## config.mk

```make
export PLATFORM = sky130hd
export DESIGN_NAME = mem_miss_arbiter_flat
export DESIGN_NICKNAME = d
export VERILOG_FILES = /design/src/rtl/mem_miss_arbiter_pkg.sv /design/src/rtl/mem_miss_arbiter_if.sv /design/src/rtl/mem_miss_arbiter.sv /design/src/flat_wrapper.sv
export SDC_FILE = /design/constraint.sdc
export NUM_CORES = 1
export LEC_CHECK = 0
export ABC_AREA = 1
export CAP_MARGIN = 20
export CORE_AREA = 2 2 148 150
export CTS_CLUSTER_DIAMETER = 30
export DETAILED_ROUTE_END_ITERATION = 16
export DIE_AREA = 0 0 150 152
export PLACE_DENSITY = 0.73
export SYNTH_ARGS = -nofsm -noshare
export SYNTH_HDL_FRONTEND = slang
export SYNTH_SLANG_ARGS = --single-unit
export TNS_END_PERCENT = 50
```

## constraint.sdc

```tcl
create_clock -name clock -period 1.55 [get_ports clock]
set_clock_uncertainty 0.05 [all_clocks]
set_input_delay 0.31 -clock clock [delete_from_list [all_inputs] [get_ports clock]]
set_output_delay 0.31 -clock clock [all_outputs]
set_load 0.03 [all_outputs]
```

## src/rtl/mem_miss_arbiter_pkg.sv

```systemverilog
// ============================================================================
//  mem_miss_arbiter_pkg
//  Shared types for the I$/D$ miss arbiter and its memory-side interface.
//  Revision: 1.0
// ============================================================================
`default_nettype none

`ifndef DCACHE_LINE_WIDTH
`define DCACHE_LINE_WIDTH 128
`endif

package mem_miss_arbiter_pkg;

    // Request payload carried from a cache miss to the memory hierarchy.
    typedef struct packed {
        logic [31:0] addr;
        logic [7:0]  txn_id;
    } memory_request_t;

    typedef enum logic [1:0] {
        IDLE  = 2'd0,
        ISSUE = 2'd1,
        WAIT  = 2'd2,
        RESP  = 2'd3
    } arb_state_t;

    localparam logic MEM_ID_ICACHE = 1'b0;
    localparam logic MEM_ID_DCACHE = 1'b1;

    // Two-way round-robin: D$ wins when it is the only eligible requester,
    // or when both are eligible and I$ was granted last.
    function automatic logic rr_pick_dcache(input logic elig_i,
                                            input logic elig_d,
                                            input logic last_grant);
        return elig_d & (~elig_i | (last_grant == MEM_ID_ICACHE));
    endfunction

endpackage

`default_nettype wire

```

## src/rtl/mem_miss_arbiter_if.sv

```systemverilog
// ============================================================================
//  mem_miss_arbiter_if
//  Memory-side request/response bus between the miss arbiter and memory.
//  Revision: 1.0
// ============================================================================
`default_nettype none

interface mem_miss_arbiter_if;
    import mem_miss_arbiter_pkg::*;

    logic                           mem_req_valid;
    memory_request_t                mem_req_info;
    logic                           mem_req_ready;
    logic                           mem_rsp_valid;
    logic [`DCACHE_LINE_WIDTH-1:0]  mem_rsp_data;

    modport master (
        output mem_req_valid,
        output mem_req_info,
        input  mem_req_ready,
        input  mem_rsp_valid,
        input  mem_rsp_data
    );

    modport slave (
        input  mem_req_valid,
        input  mem_req_info,
        output mem_req_ready,
        output mem_rsp_valid,
        output mem_rsp_data
    );
endinterface

`default_nettype wire

```

## src/rtl/mem_miss_arbiter.sv

```systemverilog
// ============================================================================
//  mem_miss_arbiter
//  Round-robin sharing of one memory port between I$ and D$ misses, one
//  outstanding transaction, with a sticky response watchdog.
//  Revision: 1.0
// ============================================================================
`default_nettype none

module mem_miss_arbiter
    import mem_miss_arbiter_pkg::*;
#(
    parameter int MEM_TIMEOUT = 1024,
    parameter int TMO_WIDTH   = 11
) (
    input  wire logic                           clock,
    input  wire logic                           reset,
    input  wire logic                           icache_req_valid,
    input  memory_request_t                     icache_req_info,
    input  wire logic                           dcache_req_valid,
    input  memory_request_t                     dcache_req_info,
    mem_miss_arbiter_if.master                  mem,
    output logic                                rsp_valid_miss,
    output logic [`DCACHE_LINE_WIDTH-1:0]       rsp_data_miss,
    output logic                                rsp_cache_id,
    output logic                                timeout_err
);

    localparam logic [TMO_WIDTH-1:0] c_tmo_limit = TMO_WIDTH'(MEM_TIMEOUT);
    localparam logic [TMO_WIDTH-1:0] c_wdog_max  = '1;

    arb_state_t             r_state;
    logic                   r_last_grant;
    logic                   r_block_i;
    logic                   r_block_d;
    logic                   r_id;
    logic [TMO_WIDTH-1:0]   r_wdog;

    logic                   w_elig_i;
    logic                   w_elig_d;
    logic                   w_grant_any;
    logic                   w_grant_d;
    logic [TMO_WIDTH-1:0]   w_wdog_next;
    logic                   w_tmo_hit;

    always_comb begin
        w_elig_i    = icache_req_valid & ~r_block_i;
        w_elig_d    = dcache_req_valid & ~r_block_d;
        w_grant_any = w_elig_i | w_elig_d;
        w_grant_d   = rr_pick_dcache(w_elig_i, w_elig_d, r_last_grant);
        w_wdog_next = (r_wdog == c_wdog_max) ? r_wdog : r_wdog + 1'b1;
    end

    if (MEM_TIMEOUT != 0) begin : g_wdog_on
        assign w_tmo_hit = (w_wdog_next == c_tmo_limit);
    end else begin : g_wdog_off
        assign w_tmo_hit = 1'b0;
    end

    always_ff @(posedge clock) begin
        if (reset) begin
            r_state           <= IDLE;
            r_last_grant      <= MEM_ID_ICACHE;
            r_block_i         <= 1'b0;
            r_block_d         <= 1'b0;
            r_id              <= MEM_ID_ICACHE;
            r_wdog            <= '0;
            mem.mem_req_valid <= 1'b0;
            mem.mem_req_info  <= '0;
            rsp_valid_miss    <= 1'b0;
            rsp_data_miss     <= '0;
            rsp_cache_id      <= MEM_ID_ICACHE;
            timeout_err       <= 1'b0;
        end else begin
            rsp_valid_miss <= 1'b0;
            unique case (r_state)
                IDLE: begin
                    // The mask only needs to cover one IDLE cycle after a response.
                    r_block_i <= 1'b0;
                    r_block_d <= 1'b0;
                    if (w_grant_any) begin
                        mem.mem_req_info  <= w_grant_d ? dcache_req_info : icache_req_info;
                        r_id              <= w_grant_d;
                        r_last_grant      <= w_grant_d;
                        mem.mem_req_valid <= 1'b1;
                        r_state           <= ISSUE;
                    end
                end
                ISSUE: begin
                    if (mem.mem_req_ready) begin
                        mem.mem_req_valid <= 1'b0;
                        r_state           <= WAIT;
                    end
                end
                WAIT: begin
                    if (mem.mem_rsp_valid) begin
                        rsp_data_miss  <= mem.mem_rsp_data;
                        rsp_cache_id   <= r_id;
                        rsp_valid_miss <= 1'b1;
                        r_wdog         <= '0;
                        r_state        <= RESP;
                    end else begin
                        r_wdog <= w_wdog_next;
                        if (w_tmo_hit) begin
                            timeout_err <= 1'b1;
                        end
                    end
                end
                RESP: begin
                    if (r_id == MEM_ID_DCACHE) begin
                        r_block_d <= 1'b1;
                    end else begin
                        r_block_i <= 1'b1;
                    end
                    r_state <= IDLE;
                end
                default: r_state <= IDLE;
            endcase
        end
    end

endmodule

`default_nettype wire

```

## src/flat_wrapper.sv

```systemverilog
// flat-port wrapper written by rule: the top's interface ports become plain ports
module mem_miss_arbiter_flat import mem_miss_arbiter_pkg::*;
#(
    parameter int MEM_TIMEOUT = 1024,
    parameter int TMO_WIDTH   = 11
)
  (clock, reset, icache_req_valid, icache_req_info, dcache_req_valid, dcache_req_info, rsp_valid_miss, rsp_data_miss, rsp_cache_id, timeout_err, mem_mem_req_valid, mem_mem_req_info, mem_mem_req_ready, mem_mem_rsp_valid, mem_mem_rsp_data);
  mem_miss_arbiter_if mem_i ();
  input  wire logic clock;
  input  wire logic reset;
  input  wire logic icache_req_valid;
  input  memory_request_t icache_req_info;
  input  wire logic dcache_req_valid;
  input  memory_request_t dcache_req_info;
  output logic rsp_valid_miss;
  output logic [`DCACHE_LINE_WIDTH-1:0] rsp_data_miss;
  output logic rsp_cache_id;
  output logic timeout_err;
  output wire logic [$bits(mem_i.mem_req_valid)-1:0] mem_mem_req_valid;
  output wire logic [$bits(mem_i.mem_req_info)-1:0] mem_mem_req_info;
  input wire logic [$bits(mem_i.mem_req_ready)-1:0] mem_mem_req_ready;
  input wire logic [$bits(mem_i.mem_rsp_valid)-1:0] mem_mem_rsp_valid;
  input wire logic [$bits(mem_i.mem_rsp_data)-1:0] mem_mem_rsp_data;
  assign mem_mem_req_valid = mem_i.mem_req_valid;
  assign mem_mem_req_info = mem_i.mem_req_info;
  assign mem_i.mem_req_ready = mem_mem_req_ready;
  assign mem_i.mem_rsp_valid = mem_mem_rsp_valid;
  assign mem_i.mem_rsp_data = mem_mem_rsp_data;
  mem_miss_arbiter #(.MEM_TIMEOUT(MEM_TIMEOUT), .TMO_WIDTH(TMO_WIDTH)) u_core (.clock(clock), .reset(reset), .icache_req_valid(icache_req_valid), .icache_req_info(icache_req_info), .dcache_req_valid(dcache_req_valid), .dcache_req_info(dcache_req_info), .mem(mem_i), .rsp_valid_miss(rsp_valid_miss), .rsp_data_miss(rsp_data_miss), .rsp_cache_id(rsp_cache_id), .timeout_err(timeout_err));
endmodule
```

==> metrics.md, run 1 <==
| Metric | Value |
|---|---|
| Flops & latches, synth | 188 |
| Site Rows | 54 |
| Core Util, Final | 0.554 |
| Drt drc | 0 |
| Endpoint class of the critical path | flip-flop |
| Setup crit start kind | flip-flop |
| GRT Overall Usage | 0.208 |
| Routed wire length | 24600 um |
| Vias per std cell | 4.81 |
| Root buf cell | clkbuf_16 |
| Core Area | 21400 um2 |
| Maximum clock path buffer count | 2 |
| Setup violation total in the final timing report | 1 |
| Critical path type | flip-flop to flip-flop |
| Period minus WS final | 1.58 ns |
| Distinct cells, synth | 29 |
| First-pass GRT wire length | 37100 um |
| CP Max Fanout | 4 |
| # clock sinks | 188 |
| Synth-to-Final Area Change | 75.5% |
| Syn Inst Count | 719 |
| Run status | complete, but fails checks |
| CTS tree | yes |
| Syn Area/Cell | 9.37 um2 |
| Pwr/cell area | 1400 nW/um2 |
| Crit-path cells | ha_4 > nand2_4 > nor2_4 > nand3b_1 > a21oi_2 > nand2_1 > nor2_1 > nand3_1 > a21oi_2 |
| Crit path max-delay family | simple AND/OR/NAND/NOR gates |
| Antenna Cells | 0 |
| Hold Path Class | input pin to flip-flop |
| Slowest stage cell, crit path | dfxtp_2 |
| Initial DRC count | 272 |
| CP Buf/Inv Count | 0 |
| Worst-skew pair later-pin latency | 0.43 ns |
| Placer Congestion | 0.850 |
| Pin count of the biggest net entering global routing | 48 |
| Dpl cells | 1379 |
| Die height | 152 um |
| Max-cap violations | 0 |
| Crit path DAT | 1.89 ns |
| Antenna viol nets, final | 0 |
| Die ar. | 22800 um2 |
| 1st-pass router iterations | 4 |
| Clock H-tree levels | 4 |
| Pleak | 4.86 nW |
| Die X-Extent | 150 um |
| Worst path max stage delay | 0.36 ns |
| Post-detail-place hpwl | 18000 um |
| Ratio of cells with drive above 1 in the final layout | 0.207 |
| Final Max Slew Viols | 0 |
| Drt wl/cell | 17.4 um |
| Worst setup margin | -0.0275 ns |
| CTS Buf Count | 17 |
| Fin crit share | 1.02 |
| Syn Nets | 938 |
| Slew margin rel. | 0.770 |
| IO Pins | 386 |
| Reg clk slew, reported paths | 0.08 ns |
| Nets | 1341 |
| Hold Worst Slack | 0.144 ns |
| Grt ovf | 0 |
| Initial antenna violation count | 1 |
| Final Non-Filler Cells | 1415 |
| Synth top area cells | dfxtp_1, a22o_1, nor2_1, nand2_1, a21oi_1 |
| Register area share after synthesis | 0.559 |
| Port buffer count | 385 |
| Initial Utilization | 0.316 |
| Vias in the first global route | 6679 |
| Worst Max-Slew Pin Slew | 0.346 ns |
| WP data required | 1.87 ns |
| Max VDD drop | 0.896 mV |
| Routed via count | 6813 |
| Yosys top cell by area | dfxtp_1 |
| Mapped cell area | 6740 um2 |
| Synth top area share | 0.559 |
| RSZ-0062 raised after global routing | yes |
| Top cell by count, worst path | a21oi_2 |
| Final Hold Fails | 0 |
| Max Fclk | 0.634 GHz |
| Failing checks | negative setup slack |
| Ys Warns | 0 |
-- registers in the layout, indices dropped and copies added (netlist names), 2 cells and up --
register and flops:
u_core.r_wdog 11, u_core.rsp_data_miss 128, u_core.r_state 2, u_core.mem.mem_req_info 40
-- logic make-up after synthesis --
kind of cell | count (synthesis) | synth area share
adders and majority gates | 5 | 0.00929
AOI/OAI and AO/OA | 238 | 0.250
and+or+nand+nor | 208 | 0.124
buffers and inverters | 76 | 0.0522
DFF | 188 | 0.559
xor gates and xnor gates | 4 | 0.00520
-- per-layer routing --
metal / global-route usage / routed length, um / vias up
met5: 0 / 17 / -
met4: 0.0916 / 840 / 2
met3: 0.0772 / 2390 / 44
met2: 0.349 / 12100 / 310
met1: 0.234 / 9350 / 3143
li1: - / - / 3314
-- area by class of cell --
| class | count | area [um2] |
|---|---|---|
| inverters | 23 | 86.3 |
| clock buffers | 18 | 439 |
| multi-input cells | 455 | 2730 |
| fillers | 1925 | 9530 |
| well taps | 280 | 350 |
| flip-flops and latches | 188 | 3770 |
| repair buffers | 437 | 4280 |
| clock inverters | 14 | 168 |
-- repair_timing --
item / 4_1_cts / 5_1_grt
setup endpoints to repair: 281 / 263
hold endpoints to repair: 0 / 0
setup buffers: 0 / 1
cloned: 0 / 3
pin swaps: 1 / 10
hold buffers: 0 / 0
resized for setup: 292 / 126
-- cells in the final DEF (no fill, tap or decap), drive strengths merged --
| master | count |
|---|---|
| dlygate4sd2 | 2 |
| a31oi | 1 |
| clkinv | 8 |
| inv | 29 |
| a22o | 128 |
| or2 | 2 |
| a21oi | 60 |
| nand4 | 1 |
| clkbuf | 93 |
| xor2 | 3 |
| nand3b | 1 |
| buf | 73 |
| xnor2 | 1 |
| nor3 | 1 |
| dfxtp | 188 |
| clkdlybuf4s50 | 212 |
| clkdlybuf4s15 | 75 |
| nand3 | 13 |
| nand2 | 88 |
| ha | 5 |
| o21ai | 48 |
| a211oi | 1 |
| nor2 | 102 |
-- final timing paths --
check                                   from                               to  slack [ns]  depth (start not counted)
min                                    reset  u_core.timeout_err$_SDFFE_PP0P_        0.14                          2
max            u_core.r_wdog[1]$_SDFFE_PP0P_  u_core.timeout_err$_SDFFE_PP0P_       -0.03                          9
min reg2reg  u_core.timeout_err$_SDFFE_PP0P_  u_core.timeout_err$_SDFFE_PP0P_        0.40                          2
max reg2reg    u_core.r_wdog[1]$_SDFFE_PP0P_  u_core.timeout_err$_SDFFE_PP0P_       -0.03                          9
-- through the flow --
stage	instance area, um2	worst slack, ns	total power, mW	setup TNS, ns
after global routing	11800	-0.108	17.4	-0.140
after global placement	11400	-0.339	12.1	-41.54
final	11800	-0.0275	16.5	-0.0275
after detailed placement	11400	-0.330	12.2	-44.08
after CTS	12000	-0.0305	16.4	-0.0305
after floorplan	6740	0.0469	9.25	0
-- report_power, final --
part	internal, mW	total [mW]	switching (mW)	leakage, nW
registers	5.56	6.00	0.446	1.53
logic	2.66	6.09	3.43	3.03
clock network	2.23	4.43	2.21	0.295
-- synthesized netlist by cell type --
| cell type | n |
|---|---|
| buf_1 | 1 |
| nand3b_1 | 1 |
| o21ai_1 | 9 |
| xor2_1 | 3 |
| ha_1 | 5 |
| nor2_1 | 98 |
| dfxtp_1 | 188 |
| or2_2 | 1 |
| buf_2 | 26 |
| nor2_4 | 2 |
| nor3_1 | 1 |
| a21oi_2 | 3 |
| nand2_1 | 87 |
| xnor2_1 | 1 |
| nand4_1 | 1 |
| nand3_2 | 1 |
| o21ai_0 | 39 |
| inv_1 | 20 |
| a22o_1 | 128 |
| nand2_2 | 1 |
| inv_2 | 3 |
| or2_0 | 1 |
| nand3_1 | 12 |
| a211oi_1 | 1 |
| nor2_2 | 2 |
| buf_4 | 9 |
| a21oi_1 | 57 |
| a31oi_1 | 1 |
| clkbuf_1 | 17 |
No activity file was read; power rests on OpenSTA's default activity.
==> inputs of run 2 (changes only) <==
Settings changed: SLEW_MARGIN set to 20.
==> results of run 2 <==
The final DEF is identical to that of run 1; final timing and power are the same.
